===== src/rtl/i2c_pkg.sv =====
// Shared I2C definitions: protocol constants, target FSM state encoding and address match helper.
package i2c_pkg;

  localparam int unsigned BITS_PER_BYTE = 8;
  localparam int unsigned BIT_CNT_W     = 3;

  localparam logic I2C_ACK  = 1'b0;
  localparam logic I2C_NACK = 1'b1;

  typedef enum logic [3:0] {
    ST_IDLE,
    ST_ADDR,
    ST_ADDR_ACK,
    ST_PTR,
    ST_PTR_ACK,
    ST_WDATA,
    ST_WDATA_ACK,
    ST_RDATA,
    ST_RDATA_ACK,
    ST_WAIT_STOP
  } i2c_state_t;

  // General call (address 0) is never claimed.
  function automatic logic addr_match(input logic [6:0] rx_addr, input logic [6:0] own_addr);
    return (rx_addr == own_addr) && (rx_addr != 7'd0);
  endfunction

endpackage


===== src/rtl/i2c_bus_sync.sv =====
// SCL/SDA pad synchronizer with registered edge, START and STOP pulses.
// Pulses appear three clocks after the pin edge; sda_o is aligned with scl_rise_o.
module i2c_bus_sync (
  input  logic clk,
  input  logic reset,
  input  logic scl_i,
  input  logic sda_i,
  output logic scl_rise_o,
  output logic scl_fall_o,
  output logic start_det_o,
  output logic stop_det_o,
  output logic sda_o
);

  logic [2:0] scl_q;
  logic [2:0] sda_q;
  logic       scl_rise_q;
  logic       scl_fall_q;
  logic       start_q;
  logic       stop_q;

  // Sync stages reset to the idle-bus level so reset release never looks like an edge.
  always_ff @(posedge clk or posedge reset) begin
    if (reset) begin
      scl_q      <= 3'b111;
      sda_q      <= 3'b111;
      scl_rise_q <= 1'b0;
      scl_fall_q <= 1'b0;
      start_q    <= 1'b0;
      stop_q     <= 1'b0;
    end else begin
      scl_q      <= {scl_q[1:0], scl_i};
      sda_q      <= {sda_q[1:0], sda_i};
      scl_rise_q <= scl_q[1] & ~scl_q[2];
      scl_fall_q <= ~scl_q[1] & scl_q[2];
      start_q    <= scl_q[1] & scl_q[2] & ~sda_q[1] & sda_q[2];
      stop_q     <= scl_q[1] & scl_q[2] & sda_q[1] & ~sda_q[2];
    end
  end

  assign scl_rise_o  = scl_rise_q;
  assign scl_fall_o  = scl_fall_q;
  assign start_det_o = start_q;
  assign stop_det_o  = stop_q;
  assign sda_o       = sda_q[2];

endmodule


===== src/rtl/i2c_target_ctrl.sv =====
// I2C target controller: address match, register pointer write, auto-incrementing
// register-file writes and reads over a byte-wide strobe interface.
module i2c_target_ctrl
  import i2c_pkg::*;
#(
  parameter logic [6:0]  TARGET_ADDR = 7'h42,
  parameter int unsigned REG_AW      = 4
) (
  input  logic              clk,
  input  logic              reset,
  input  logic              scl_i,
  input  logic              sda_i,
  output logic              sda_oe,
  output logic [REG_AW-1:0] reg_addr,
  output logic [7:0]        reg_wdata,
  output logic              reg_we,
  output logic              reg_re,
  input  logic [7:0]        reg_rdata,
  output logic              busy
);

  localparam logic [BIT_CNT_W-1:0] LAST_BIT = BIT_CNT_W'(BITS_PER_BYTE - 1);

  logic scl_rise;
  logic scl_fall;
  logic start_det;
  logic stop_det;
  logic sda_s;

  i2c_bus_sync u_sync (
    .clk        (clk),
    .reset      (reset),
    .scl_i      (scl_i),
    .sda_i      (sda_i),
    .scl_rise_o (scl_rise),
    .scl_fall_o (scl_fall),
    .start_det_o(start_det),
    .stop_det_o (stop_det),
    .sda_o      (sda_s)
  );

  i2c_state_t           state_q;
  logic [BIT_CNT_W-1:0] cnt_q;
  logic [7:0]           sh_q;
  logic [REG_AW-1:0]    addr_q;
  logic [7:0]           wdata_q;
  logic                 we_q;
  logic                 re_q;
  logic                 oe_q;
  logic                 busy_q;
  logic                 rw_q;
  logic                 ph_q;

  logic [7:0] rx_byte;
  logic       byte_done;

  assign rx_byte   = {sh_q[6:0], sda_s};
  assign byte_done = (cnt_q == LAST_BIT);

  // ph_q marks the second half of an ACK slot: 0 until the fall that opens the 9th clock.
  always_ff @(posedge clk or posedge reset) begin
    if (reset) begin
      state_q <= ST_IDLE;
      cnt_q   <= '0;
      sh_q    <= '0;
      addr_q  <= '0;
      wdata_q <= '0;
      we_q    <= 1'b0;
      re_q    <= 1'b0;
      oe_q    <= 1'b0;
      busy_q  <= 1'b0;
      rw_q    <= 1'b0;
      ph_q    <= 1'b0;
    end else begin
      we_q <= 1'b0;
      re_q <= 1'b0;
      if (we_q) addr_q <= addr_q + REG_AW'(1);
      if (re_q) sh_q <= reg_rdata;

      if (stop_det) begin
        state_q <= ST_IDLE;
        cnt_q   <= '0;
        oe_q    <= 1'b0;
        busy_q  <= 1'b0;
        ph_q    <= 1'b0;
      end else if (start_det) begin
        state_q <= ST_ADDR;
        cnt_q   <= '0;
        oe_q    <= 1'b0;
        busy_q  <= 1'b0;
        ph_q    <= 1'b0;
      end else begin
        case (state_q)
          ST_ADDR: begin
            if (scl_rise) begin
              sh_q  <= rx_byte;
              cnt_q <= cnt_q + BIT_CNT_W'(1);
              if (byte_done) begin
                if (addr_match(rx_byte[7:1], TARGET_ADDR)) begin
                  state_q <= ST_ADDR_ACK;
                  busy_q  <= 1'b1;
                  rw_q    <= rx_byte[0];
                  ph_q    <= 1'b0;
                end else begin
                  state_q <= ST_WAIT_STOP;
                end
              end
            end
          end

          ST_ADDR_ACK: begin
            if (scl_rise && ph_q && rw_q) re_q <= 1'b1;
            if (scl_fall) begin
              if (!ph_q) begin
                oe_q <= ~I2C_ACK;
                ph_q <= 1'b1;
              end else begin
                ph_q  <= 1'b0;
                cnt_q <= '0;
                if (rw_q) begin
                  oe_q    <= ~sh_q[7];
                  state_q <= ST_RDATA;
                end else begin
                  oe_q    <= 1'b0;
                  state_q <= ST_PTR;
                end
              end
            end
          end

          ST_PTR: begin
            if (scl_rise) begin
              sh_q  <= rx_byte;
              cnt_q <= cnt_q + BIT_CNT_W'(1);
              if (byte_done) begin
                addr_q  <= rx_byte[REG_AW-1:0];
                state_q <= ST_PTR_ACK;
                ph_q    <= 1'b0;
              end
            end
          end

          ST_PTR_ACK, ST_WDATA_ACK: begin
            if (scl_fall) begin
              if (!ph_q) begin
                oe_q <= ~I2C_ACK;
                ph_q <= 1'b1;
              end else begin
                oe_q    <= 1'b0;
                ph_q    <= 1'b0;
                cnt_q   <= '0;
                state_q <= ST_WDATA;
              end
            end
          end

          ST_WDATA: begin
            if (scl_rise) begin
              sh_q  <= rx_byte;
              cnt_q <= cnt_q + BIT_CNT_W'(1);
              if (byte_done) begin
                we_q    <= 1'b1;
                wdata_q <= rx_byte;
                state_q <= ST_WDATA_ACK;
                ph_q    <= 1'b0;
              end
            end
          end

          ST_RDATA: begin
            if (scl_rise) begin
              cnt_q <= cnt_q + BIT_CNT_W'(1);
              if (byte_done) begin
                state_q <= ST_RDATA_ACK;
                ph_q    <= 1'b0;
              end
            end
            if (scl_fall) begin
              sh_q <= {sh_q[6:0], 1'b0};
              oe_q <= ~sh_q[6];
            end
          end

          // Master owns SDA for the 9th clock; its ACK fetches and preloads the next byte.
          ST_RDATA_ACK: begin
            if (scl_rise && ph_q) begin
              if (sda_s == I2C_NACK) begin
                state_q <= ST_WAIT_STOP;
                busy_q  <= 1'b0;
                ph_q    <= 1'b0;
              end else begin
                addr_q <= addr_q + REG_AW'(1);
                re_q   <= 1'b1;
              end
            end
            if (scl_fall) begin
              if (!ph_q) begin
                oe_q <= 1'b0;
                ph_q <= 1'b1;
              end else begin
                oe_q    <= ~sh_q[7];
                ph_q    <= 1'b0;
                cnt_q   <= '0;
                state_q <= ST_RDATA;
              end
            end
          end

          default: ;
        endcase
      end
    end
  end

  assign sda_oe    = oe_q;
  assign reg_addr  = addr_q;
  assign reg_wdata = wdata_q;
  assign reg_we    = we_q;
  assign reg_re    = re_q;
  assign busy      = busy_q;

endmodule


===== config.mk =====
export PLATFORM = sky130hd
export DESIGN_NAME = i2c_target_ctrl
export DESIGN_NICKNAME = d
export VERILOG_FILES = /design/src/rtl/i2c_pkg.sv /design/src/rtl/i2c_bus_sync.sv /design/src/rtl/i2c_target_ctrl.sv
export SDC_FILE = /design/constraint.sdc
export NUM_CORES = 1
export LEC_CHECK = 0
export ABC_AREA = 1
export CAP_MARGIN = 0
export CORE_MARGIN = 4
export CORE_UTILIZATION = 54
export CTS_BUF_LIST = sky130_fd_sc_hd__clkbuf_8
export CTS_CLUSTER_SIZE = 10
export DETAILED_ROUTE_END_ITERATION = 6
export HOLD_SLACK_MARGIN = 0.02
export PLACE_DENSITY = 0.77
export SYNTH_ARGS = -nofsm -noshare
export SYNTH_HDL_FRONTEND = slang
export SYNTH_SLANG_ARGS = --single-unit

===== constraint.sdc =====
create_clock -name clk -period 4.64 [get_ports clk]
set_clock_uncertainty 0.15 [all_clocks]
set_input_delay 1.16 -clock clk [delete_from_list [all_inputs] [get_ports clk]]
set_output_delay 1.16 -clock clk [all_outputs]
set_load 0.005 [all_outputs]

# Word level (Yosys, flattened, before mapping)

Index checks and enable logic that the tools add are counted.
W data, S select, Z words.

Bits in writable memories: 0
Logic and storage cells: 171
Bits in registers: 43
Memories kept: 0
Output and inout bits: 16
Latch bits: 0
Memory bits (read-only): 0
Bits of input ports: 12

$mul: 0
Add/sub/neg operators: 2
Bitwise gates (word level): 15
Order comparisons: 0
Div/mod/pow operators: 0
Equality and inequality tests: 35
Reduce and logical (&&, ||, !) cells: 22
Multiplexer cells: 80
Shift-type cells: 0

Operator list:

| kind                 | number |
|---|---|
| $mux W4              | 26 |
| $ne A4 B1 Y1 const B | 15 |
| $mux W8              | 5 |
| $mux W1              | 35 |
| $ne A4 B2 Y1 const B | 8 |
| $pmux W4 S7          | 1 |
| $mux W3              | 6 |
| $eq A4 B3 Y1 const B | 4 |
| $pmux W8 S2          | 1 |
| $reduce_and A13 Y1   | 1 |
| $reduce_and A6 Y1    | 2 |
| $reduce_bool A6 Y1   | 2 |
| $reduce_and A5 Y1    | 2 |
| $reduce_and A9 Y1    | 1 |
| $reduce_bool A9 Y1   | 1 |
| $reduce_or A3 Y1     | 3 |
| $eq A4 B2 Y1 const B | 2 |
| $not A1 Y1           | 8 |
| $pmux W1 S4          | 2 |
| $pmux W4 S2          | 1 |
| $reduce_bool A4 Y1   | 2 |
| $reduce_or A4 Y1     | 2 |
| $and A1 B1 Y1        | 7 |
| $eq A7 B7 Y1 const B | 1 |
| 13 further kinds     | 16 |

# Depth between registers and ports, before layout

Gate-level depths: netlist (run 1).

Depth after elaboration: 8
Gate-level depth with buffers: 11
Mapped depth without buffers: 11

# Modules after synthesis

From an unflattened synthesis (run 1), not the netlist that was laid out.

Cells, all modules: 347
Area, all modules: 2,513.7 µm²

By module, submodules not included:

| module          | instances | cells each | area an instance (µm²) | seq. area each (µm²) |
|---|---|---|---|---|
| i2c_target_ctrl | 1         | 325        | 2,210.9                | 825.8 |
| i2c_bus_sync    | 1         | 22         | 302.8                  | 257.7 |

# Least setup slack after synthesis (run 1)

No wires, ideal clock.

Kind: register to output
Start point: register re_q (netlist: reg_re)
End point: output reg_re
Cell stages (with the launch flop): 1
Slack: 2.914 ns
Arrival: 0.416 ns
Cell sequence: dfrtp_1

RTL lines:

| what                   | line                   | text |
|---|---|---|
| start, declared        | i2c_target_ctrl.sv:48  | `logic re_q;` |
| start signal, assigned | i2c_target_ctrl.sv:69  | `re_q <= 1'b0;` |
| start signal, assigned | i2c_target_ctrl.sv:76  | `re_q <= 1'b0;` |
| start signal, assigned | i2c_target_ctrl.sv:112 | `if (scl_rise && ph_q && rw_q) re_q <= 1'b1;` |
| end, declared          | i2c_target_ctrl.sv:17  | `output logic reg_re,` |

No word-level cell between the ends.

# Final worst setup path (run 1)

Start point: register re_q (netlist: reg_re)
End point: output reg_re

No word-level cell between the ends.

==> parameters.txt, run 1 <==
Parameter                              Value

Setup path
  Highest net fanout along the worst path    17
  Critical path's largest stage delay    590 ps
  Count of buffering cells on the critical path with inverters included    1
  Slowest CP cell    dfrtp_1
  Reg-to-reg endpoint    reg_addr[2]
  Launching element type of the critical path    register
  Family with the most delay on the worst path    flip-flops
  Depth of the worst register-to-register path    8
  Arrival time at the worst endpoint    1470 ps
  Crit-path cells    clkdlybuf4s50_1
  Number of cells on the critical path    1
  Source of the critical timing path    reg_re
  Worst reg-to-reg setup slack    2530 ps
  Launch point of the worst reg-to-reg path    state_q[2]
  Type of the worst setup path    register to output pin
  WP data required    between 3000 and 4000 ps
  Endpoint type of the worst setup path    output pin

Drt
  Initial DRT Pass Iterations    5
  Avg WL per Cell    13.2 µm
  Via-per-instance ratio    5.21
  Number of design-rule violations left by the first detailed-router iteration    167
  Detail Route Antenna Nets    0
  DRC errors left    0
  Sum of routed wire length over all layers    5900 µm
  Via total after detailed routing    ~2300

Timing
  Slew at the pin closest to its max-slew limit    556 ps
  Final clock period utilization by the worst path    between 50% and 60%
  Final TNS setup    0 ps
  Final-report hold violation count    0
  Final Max Slew Viols    0
  Worst relative slew slack    a little over three fifths
  Count of final setup violators    0
  Setup slack of the critical path after layout    1860 ps
  Fmax    0.360 GHz
  Clock period minus worst slack    2780 ps
  Unrepaired setup endpoints after global routing    false
  Hold Slack    213 ps

Layout
  Layout cells sized above 1    15.0%
  Final standard cell count with taps included and fillers excluded    around 450
  Synthesis-to-layout area growth    16.5%
  Final cell utilization of the core    65.0%
  Design Area, Final    a little over 3000 µm²
  Fillcell total    ~390
  Ant diodes    0
  Final-stage net count    395

Clock tree
  Clock root cell    clkbuf_8
  TritonCTS clock tree    built
  Setup bufs post-CTS    0
  Number of CTS-inserted buffers    5
  CTS clock-pin slew for the worst setup and hold paths    90 ps
  Clock buffer depth    2
  Post-cts resize count    0
  Post-CTS Hold Buffers    0
  Clock insertion delay at the later pin of the skew report    around 300 ps
  CTS H-tree depth    2
  Total number of clock tree sinks    43

Synthesis
  Post-Synthesis Net Count    roughly 370
  Top cell type by total area after synthesis    dfrtp_1
  Post-synth EDFFs    0
  Most instantiated library cell after synthesis    nand2_1
  Average instance area after synthesis    7.50 µm²
  Netlist area before placement    2630 µm²
  Main synth FF type    dfrtp_1
  Synth top area share    35.2%
  Top area cells in the synthesized netlist    dfrtp_1 35%, nand2_1 16%, nand3_1 6.5%, dfstp_2 6.0%, inv_1 4.7%
  Sequential cell area fraction in the yosys report    41.2%
  Most common library cells after synthesis    110 x nand2_1, 37 x dfrtp_1, 34 x nand3_1, 33 x inv_1, 30 x nor2_1
  Count of yosys warnings during synthesis    0
  Post-synth ARST share    100%
  Seq cells post-synth    43
  Library cells used by synthesis    34
  Cells after Synth    351

Pwr
  Power Dens Cells    489 nW/µm²
  Power Total    1.50 mW
  Largest voltage drop on the vdd net    222 µV
  Static power due to leakage    1.51 nW

GRT
  First-pass GRT wire length    between 10000 and 15000 µm
  Vias in the first global route    2316
  Initial antenna violation count    0
  Leftover overflow at the end of global routing    0
  Pin count of the biggest net entering global routing    44
  Overall fraction of global-route tracks in use    21.6%

Die
  Starting density of the core    55.7%
  Number of top-level design ports    28
  Width of the die    77.8 µm
  FP Rows    25
  Core outline area    4720 µm²
  DIE HEIGHT    77.8 µm
  Die Outline Area    6060 µm²

Worst hold path
  Hold Crit Class    register to register
  Number of cells traversed by the worst hold path    0
  Hold Path Sink    u_sync.scl_q[1]
  HP Start    u_sync.scl_q[0]

Status
  Result of the run    finished, final reports clean

Job
  Max-Cap Viols    0

Placement
  Placed Area    2950 µm²
  Post-Place Setup Slack    2180 ps
  Port buffer count    27
  RePlAce Congestion    approximately 0.91
  Detailed placement HPWL    roughly 4500 µm
  Inst Count DP    440
==> layer usage <==
layer,GRT usage [%],routed length (µm),up-vias
met5,0,0,-
met4,8.19,98,0
met3,4.18,308,9
met2,35.1,2780,75
met1,28.5,2720,1065
li1,-,-,1187
==> layout by cell type, fill, tap and decap left out, drive strengths merged <==
cell             n
inv             40
clkbuf           5
o211ai           3
a21oi           10
buf              1
xor2             1
nand2          123
nor3b            1
dfrtp           37
a31oi            1
dfstp            6
bufinv           1
xnor2            1
o22ai            1
nand2b           1
clkdlybuf4s50   27
nor3             6
ha               3
o21bai           1
clkinv           2
o21ai           27
nand3           36
nand4            8
nor2            37
nand3b           2
==> power by group <==
part / internal [mW] / total (mW) / switching, mW
registers: 0.433 / 0.517 / 0.0841
logic: 0.238 / 0.678 / 0.441
clock network: 0.163 / 0.304 / 0.141
total: 0.834 / 1.50 / 0.666
==> flip-flops by register name, summed over array words and instances, names as in the netlist, 3 cells and up <==
name and cells:
u_sync.sda_q 3, reg_wdata 8, reg_addr 4, state_q 4
cnt_q 3, u_sync.scl_q 3, sh_q 8
==> logic make-up (layout without fill, tap and decap cells) <==
family,count (synthesis),after routing,share of synthesized area (%)
adders and majority gates,3,3,1.43
AOI/OAI and AO/OA,43,43,10.9
buffers and inverters,46,76,7.41
xor gates and xnor gates,2,2,0.666
and+or+nand+nor,214,214,38.5
DFF,43,43,41.2
==> layout make-up <==
type / count / area (µm²) / area share, %
clock buffer: 5 / 68.8 / 2.24
clock inverter: 3 / 47.5 / 1.55
sequential: 43 / 1080 / 35.3
timing repair buffer: 28 / 278 / 9.05
inverter: 40 / 153 / 4.98
multi-input combinational: 262 / 1350 / 44.1
tap: 67 / 83.8 / 2.73
==> worst max path at each step <==
stage | end | slack [ps]
2_1_floorplan | busy | 2340
3_5_place_dp | reg_re | 2180
5_1_grt | reg_re | 1790
3_3_place_gp | reg_re | 2210
4_1_cts | reg_re | 1850
6_report | reg_re | 1860
No activity file was read; power rests on OpenSTA's default activity.
==> inputs of run 2 (changes only) <==
--- a/config.mk
+++ b/config.mk
@@ -8,12 +8,12 @@
 export ABC_AREA = 1
 export CAP_MARGIN = 0
 export CORE_MARGIN = 4
-export CORE_UTILIZATION = 54
+export CORE_UTILIZATION = 53
 export CTS_BUF_LIST = sky130_fd_sc_hd__clkbuf_8
 export CTS_CLUSTER_SIZE = 10
 export DETAILED_ROUTE_END_ITERATION = 6
 export HOLD_SLACK_MARGIN = 0.02
-export PLACE_DENSITY = 0.77
+export PLACE_DENSITY = 0.78
 export SYNTH_ARGS = -nofsm -noshare
 export SYNTH_HDL_FRONTEND = slang
 export SYNTH_SLANG_ARGS = --single-unit
==> constraint.sdc (replaced) <==
create_clock -name clk -period 2.3 [get_ports clk]
set_clock_uncertainty 0.15 [all_clocks]
set_input_delay 0.575 -clock clk [delete_from_list [all_inputs] [get_ports clk]]
set_output_delay 0.575 -clock clk [all_outputs]
set_load 0.005 [all_outputs]
==> parameters.txt, run 2 (synthesis gave the netlist of run 1 again) <==
Parameter                              Value

Drt
  Detail Route Antenna Nets    0 (unchanged)
  Number of design-rule violations left by the first detailed-router iteration    173 (+3.6%)
  DRC errors left    0 (unchanged)
  Initial DRT Pass Iterations    4 (-1)
  Via total after detailed routing    2387 (+2.2%)
  Avg WL per Cell    13.8 µm (+4.8%)
  Via-per-instance ratio    5.29 (+1.5%)
  Sum of routed wire length over all layers    6230 µm (+5.5%)

Setup path
  WP data required    1570 ps (-1760 ps)
  Launching element type of the critical path    register
  Critical path's largest stage delay    540 ps (-50 ps)
  Slowest CP cell    clkdlybuf4s50_1
  Highest net fanout along the worst path    6 (-11)
  Family with the most delay on the worst path    buffers and inverters
  Type of the worst setup path    register to output pin
  Arrival time at the worst endpoint    1310 ps (-160 ps)
  Crit-path cells    clkdlybuf4s50_1
  Count of buffering cells on the critical path with inverters included    1 (unchanged)
  Endpoint type of the worst setup path    output pin

GRT
  Initial antenna violation count    0 (unchanged)
  Pin count of the biggest net entering global routing    29 (-34%)
  First-pass GRT wire length    10800 µm (+2.4%)
  Leftover overflow at the end of global routing    0 (unchanged)
  Overall fraction of global-route tracks in use    22.2% (+0.54 points)
  Vias in the first global route    2295 (-0.91%)

Timing
  Final TNS setup    0 ps (unchanged)
  Count of final setup violators    0 (unchanged)
  Final-report hold violation count    0 (unchanged)
  Final clock period utilization by the worst path    88.3%
  Fmax    ~0.5 GHz
  Worst relative slew slack    64.9% (+2.2 points)
  Setup slack of the critical path after layout    269 ps (-1590 ps)
  Unrepaired setup endpoints after global routing    false
  Final Max Slew Viols    0 (unchanged)
  Hold Slack    197 ps (-15.8 ps)
  Slew at the pin closest to its max-slew limit    524 ps (-32.2 ps)
  Clock period minus worst slack    2030 ps

Clock tree
  Clock buffer depth    2 (unchanged)
  Post-CTS Hold Buffers    0 (unchanged)
  TritonCTS clock tree    built
  CTS clock-pin slew for the worst setup and hold paths    90 ps (about the same)
  Number of CTS-inserted buffers    5 (unchanged)
  Clock insertion delay at the later pin of the skew report    300 ps (about the same)
  CTS H-tree depth    2 (unchanged)
  Clock root cell    clkbuf_8
  Setup bufs post-CTS    0 (unchanged)
  Post-cts resize count    0 (unchanged)
  Total number of clock tree sinks    43 (unchanged)

Die
  Number of top-level design ports    28 (unchanged)
  Width of the die    78.5 µm (+0.84%)
  FP Rows    25 (unchanged)
  Starting density of the core    55.4% (-0.37 points)
  Die Outline Area    6160 µm² (+1.7%)
  DIE HEIGHT    78.5 µm (+0.84%)
  Core outline area    4750 µm² (+0.66%)

Layout
  Final-stage net count    398 (+0.76%)
  Area taken by multi-input logic gates    1350 µm² (unchanged)
  Final cell utilization of the core    64.3% (-0.61 points)
  Synthesis-to-layout area growth    16.2%
  Most common cell after layout, fill and taps aside    nand2_1
  Area of all sequential standard cells    1080 µm² (unchanged)
  Final standard cell count with taps included and fillers excluded    451 (+0.67%)
  Commonest non-fill, non-tap cells in the layout    110 x nand2_1, 37 x dfrtp_1, 34 x nand3_1, 33 x inv_1, 30 x nor2_1
  Design Area, Final    3060 µm² (-0.29%)
  Layout cells sized above 1    15.4% (+0.40 points)
  Fillcell total    429 (+8.9%)
  Ant diodes    0 (unchanged)

Worst hold path
  Hold Crit Class    register to register

Placement
  Post-Place Setup Slack    341 ps (-1840 ps)
  Detailed placement HPWL    4820 µm (+8.1%)
  Placed Area    2970 µm² (+0.76%)
  Port buffer count    27 (unchanged)
  Inst Count DP    443 (+0.68%)
  RePlAce Congestion    0.960 (+5.3%)

Pwr
  Power Total    2.90 mW (+94%)
  Largest voltage drop on the vdd net    565 µV (+150%)
  Power Dens Cells    949 nW/µm² (+94%)
  Static power due to leakage    1.51 nW (about the same)

Status
  Result of the run    finished, final reports clean

Job
  Max-Cap Viols    0 (unchanged)
run 2: changes by cell type in the layout (fill, tap and decap cells not counted), sizes merged:
cell,previous run,this run
buf,1,4
bufinv,1,0
clkinvlp,0,1
run 2: path summary, 6_finish.rpt:
path	startpoint	endpoint	slack (ps)	cells past startpoint
hold reg to reg	u_sync.scl_q[0]	u_sync.scl_q[1]	200	0
hold / removal	u_sync.scl_q[0]	u_sync.scl_q[1]	200	0
setup reg to reg	state_q[2]	state_q[3]	270	8
max in group asynchronous	reset	u_sync.scl_q[0]	1190	3
min in group asynchronous	reset	reg_wdata[4]	430	3
setup / recovery	reg_addr[0]	reg_addr[0]	270	1
run 2: routing by layer:
layer  vias up  GRT usage [%]  share of wire (%)
met5         -              0                  0
met2        78           37.5                 48
li1       1200              -                  -
met4         0           7.52                1.1
met1      1101           29.3                 44
met3         8           2.98                6.0
run 2: layout make-up:
class	instances	area share (%)
multi-input combinational	262	44.3
sequential	43	35.4
timing repair buffer	31	9.82
inverter	40	4.99
tap	67	2.74
clock buffer	5	2.25
clock inverter	3	0.532
run 2: report_power, final:
part           switching (mW)  internal, mW  total [mW]
Clock                   0.264         0.208       0.472
Sequential              0.166         0.873        1.04
Combinational           0.909         0.483        1.39
Total                    1.34          1.56        2.90
==> inputs of run 3 (changes only) <==
--- a/config.mk
+++ b/config.mk
@@ -8,12 +8,12 @@
 export ABC_AREA = 1
 export CAP_MARGIN = 0
 export CORE_MARGIN = 4
-export CORE_UTILIZATION = 53
-export CTS_BUF_LIST = sky130_fd_sc_hd__clkbuf_8
+export CORE_UTILIZATION = 51
 export CTS_CLUSTER_SIZE = 10
 export DETAILED_ROUTE_END_ITERATION = 6
 export HOLD_SLACK_MARGIN = 0.02
-export PLACE_DENSITY = 0.78
+export PLACE_DENSITY = 0.76
 export SYNTH_ARGS = -nofsm -noshare
 export SYNTH_HDL_FRONTEND = slang
 export SYNTH_SLANG_ARGS = --single-unit
+export TNS_END_PERCENT = 20
==> parameters.txt, run 3 (synthesis gave the netlist of run 1 again) <==
Parameter                              Value

Status
  Result of the run    finished, final reports clean

Layout
  Ant diodes    0 (unchanged)
  Final-stage net count    398 (unchanged)
  Commonest non-fill, non-tap cells in the layout    110 x nand2_1, 37 x dfrtp_1, 34 x nand3_1, 32 x inv_1, 30 x nor2_1
  Synthesis-to-layout area growth    16.6%
  Most common cell after layout, fill and taps aside    nand2_1
  Final standard cell count with taps included and fillers excluded    451 (unchanged)
  Layout cells sized above 1    15.4% (unchanged)

GRT
  Leftover overflow at the end of global routing    0 (unchanged)
  Vias in the first global route    2267 (-1.2%)
  Initial antenna violation count    0 (unchanged)
  First-pass GRT wire length    10800 µm (+0.89%)
  Pin count of the biggest net entering global routing    29 (unchanged)
  Overall fraction of global-route tracks in use    21.9% (-0.28 points)

Worst hold path
  Hold Path Sink    u_sync.sda_q[1]
  HP Start    u_sync.sda_q[0]
  Hold Crit Class    register to register
  Number of cells traversed by the worst hold path    0 (unchanged)

Clock tree
  CTS clock-pin slew for the worst setup and hold paths    80 ps (about the same)
  CTS H-tree depth    2 (unchanged)
  Clock buffer depth    2 (unchanged)
  Setup bufs post-CTS    0 (unchanged)
  Clock insertion delay at the later pin of the skew report    290 ps (about the same)
  Number of CTS-inserted buffers    5 (unchanged)
  Total number of clock tree sinks    43 (unchanged)
  TritonCTS clock tree    built
  Clock root cell    clkbuf_8
  Post-CTS Hold Buffers    0 (unchanged)
  Post-cts resize count    0 (unchanged)

Timing
  Worst relative slew slack    68.0% (+3.1 points)
  Clock period minus worst slack    2020 ps (-9.05 ps)
  Slew at the pin closest to its max-slew limit    480 ps (-44.2 ps)
  Hold Slack    198 ps (+0.615 ps)
  Final clock period utilization by the worst path    87.9% (-0.39 points)
  Unrepaired setup endpoints after global routing    false
  Fmax    0.495 GHz (+0.45%)
  Final Max Slew Viols    0 (unchanged)
  Final TNS setup    0 ps (unchanged)
  Final-report hold violation count    0 (unchanged)
  Setup slack of the critical path after layout    278 ps (+9.05 ps)
  Count of final setup violators    0 (unchanged)

Drt
  Initial DRT Pass Iterations    4 (unchanged)
  Via total after detailed routing    2372 (-0.63%)
  Via-per-instance ratio    5.26 (-0.63%)
  Avg WL per Cell    13.3 µm (-3.7%)
  Detail Route Antenna Nets    0 (unchanged)
  Sum of routed wire length over all layers    6000 µm (-3.7%)
  Number of design-rule violations left by the first detailed-router iteration    159 (-8.1%)
  DRC errors left    0 (unchanged)

Setup path
  Type of the worst setup path    register to output pin
  Endpoint type of the worst setup path    output pin
  Count of buffering cells on the critical path with inverters included    1 (unchanged)
  Launching element type of the critical path    register
  WP data required    1570 ps (about the same)
  Arrival time at the worst endpoint    1300 ps (about the same)
  Launch point of the worst reg-to-reg path    state_q[2]
  Crit-path cells    clkdlybuf4s50_1
  Critical path's largest stage delay    540 ps (about the same)
  Highest net fanout along the worst path    6 (unchanged)
  Depth of the worst register-to-register path    8 (unchanged)
  Worst reg-to-reg setup slack    350 ps (+80 ps)
  Family with the most delay on the worst path    buffers and inverters
  Slowest CP cell    clkdlybuf4s50_1
  Reg-to-reg endpoint    state_q[3]

Pwr
  Power Total    2.93 mW (+0.78%)
  Power Dens Cells    954 nW/µm² (+0.45%)
  Static power due to leakage    1.52 nW (+0.21%)
  Largest voltage drop on the vdd net    511 µV (-9.6%)

Die
  Number of top-level design ports    28 (unchanged)
  FP Rows    25 (unchanged)
  DIE HEIGHT    79.8 µm (+1.7%)
  Width of the die    79.8 µm (+1.7%)
  Core outline area    4850 µm² (+2.0%)
  Die Outline Area    6380 µm² (+3.5%)
  Starting density of the core    54.3% (-1.1 points)

Placement
  Port buffer count    27 (unchanged)
  RePlAce Congestion    0.981 (+2.1%)
  Post-Place Setup Slack    371 ps (+30.2 ps)
  Inst Count DP    443 (unchanged)
  Detailed placement HPWL    4730 µm (-1.9%)

Job
  Max-Cap Viols    0 (unchanged)
run 3: changes by cell type in the layout (fill, tap and decap cells not counted), sizes merged:
cell | previous run | this run
clkbuf | 5 | 7
inv | 40 | 39
clkinvlp | 1 | 0
run 3: report_power, final:
| part | leakage [nW] | internal, mW | switching, mW | total (mW) |
|---|---|---|---|---|
| sequential | 0.564 | 0.873 | 0.168 | 1.04 |
| clock | 0.0484 | 0.246 | 0.252 | 0.498 |
| combinational | 0.903 | 0.483 | 0.904 | 1.39 |
| total | 1.52 | 1.60 | 1.32 | 2.93 |
run 3: worst max path at each step:
stage	from	to	slack (ps)	cells past startpoint
6_report	reg_addr[0]	reg_addr[0]	280	1
5_1_grt	state_q[2]	reg_addr[2]	140	8
4_1_cts	reg_addr[0]	reg_addr[0]	260	1
3_5_place_dp	state_q[2]	reg_addr[2]	370	8
3_3_place_gp	state_q[2]	state_q[3]	380	8
2_1_floorplan	reset	busy	580	1
run 3: layer usage:
layer	share of wire [%]	track usage (%)	vias up
met4	2.2	8.11	0
met3	5.3	3.95	13
met1	46	29.8	1104
met2	46	34.8	57
met5	0	0	-
li1	-	-	1198
run 3: cell type report:
class	instances	area, µm²
fill	452	1780
clock inverter	1	8.76
multi-input combinational	262	1350
sequential	43	1080
clock buffer	7	86.3
inverter	40	153
timing repair buffer	31	300
tap	67	83.8
run 3: per-stage QoR:
step | utilization (%) | area [µm²]
2_1_floorplan | - | 2630
3_3_place_gp | 61.3 | 2970
3_5_place_dp | 61.3 | 2970
4_1_cts | 63.3 | 3070
5_1_grt | 63.3 | 3070
6_report | 63.3 | 3070
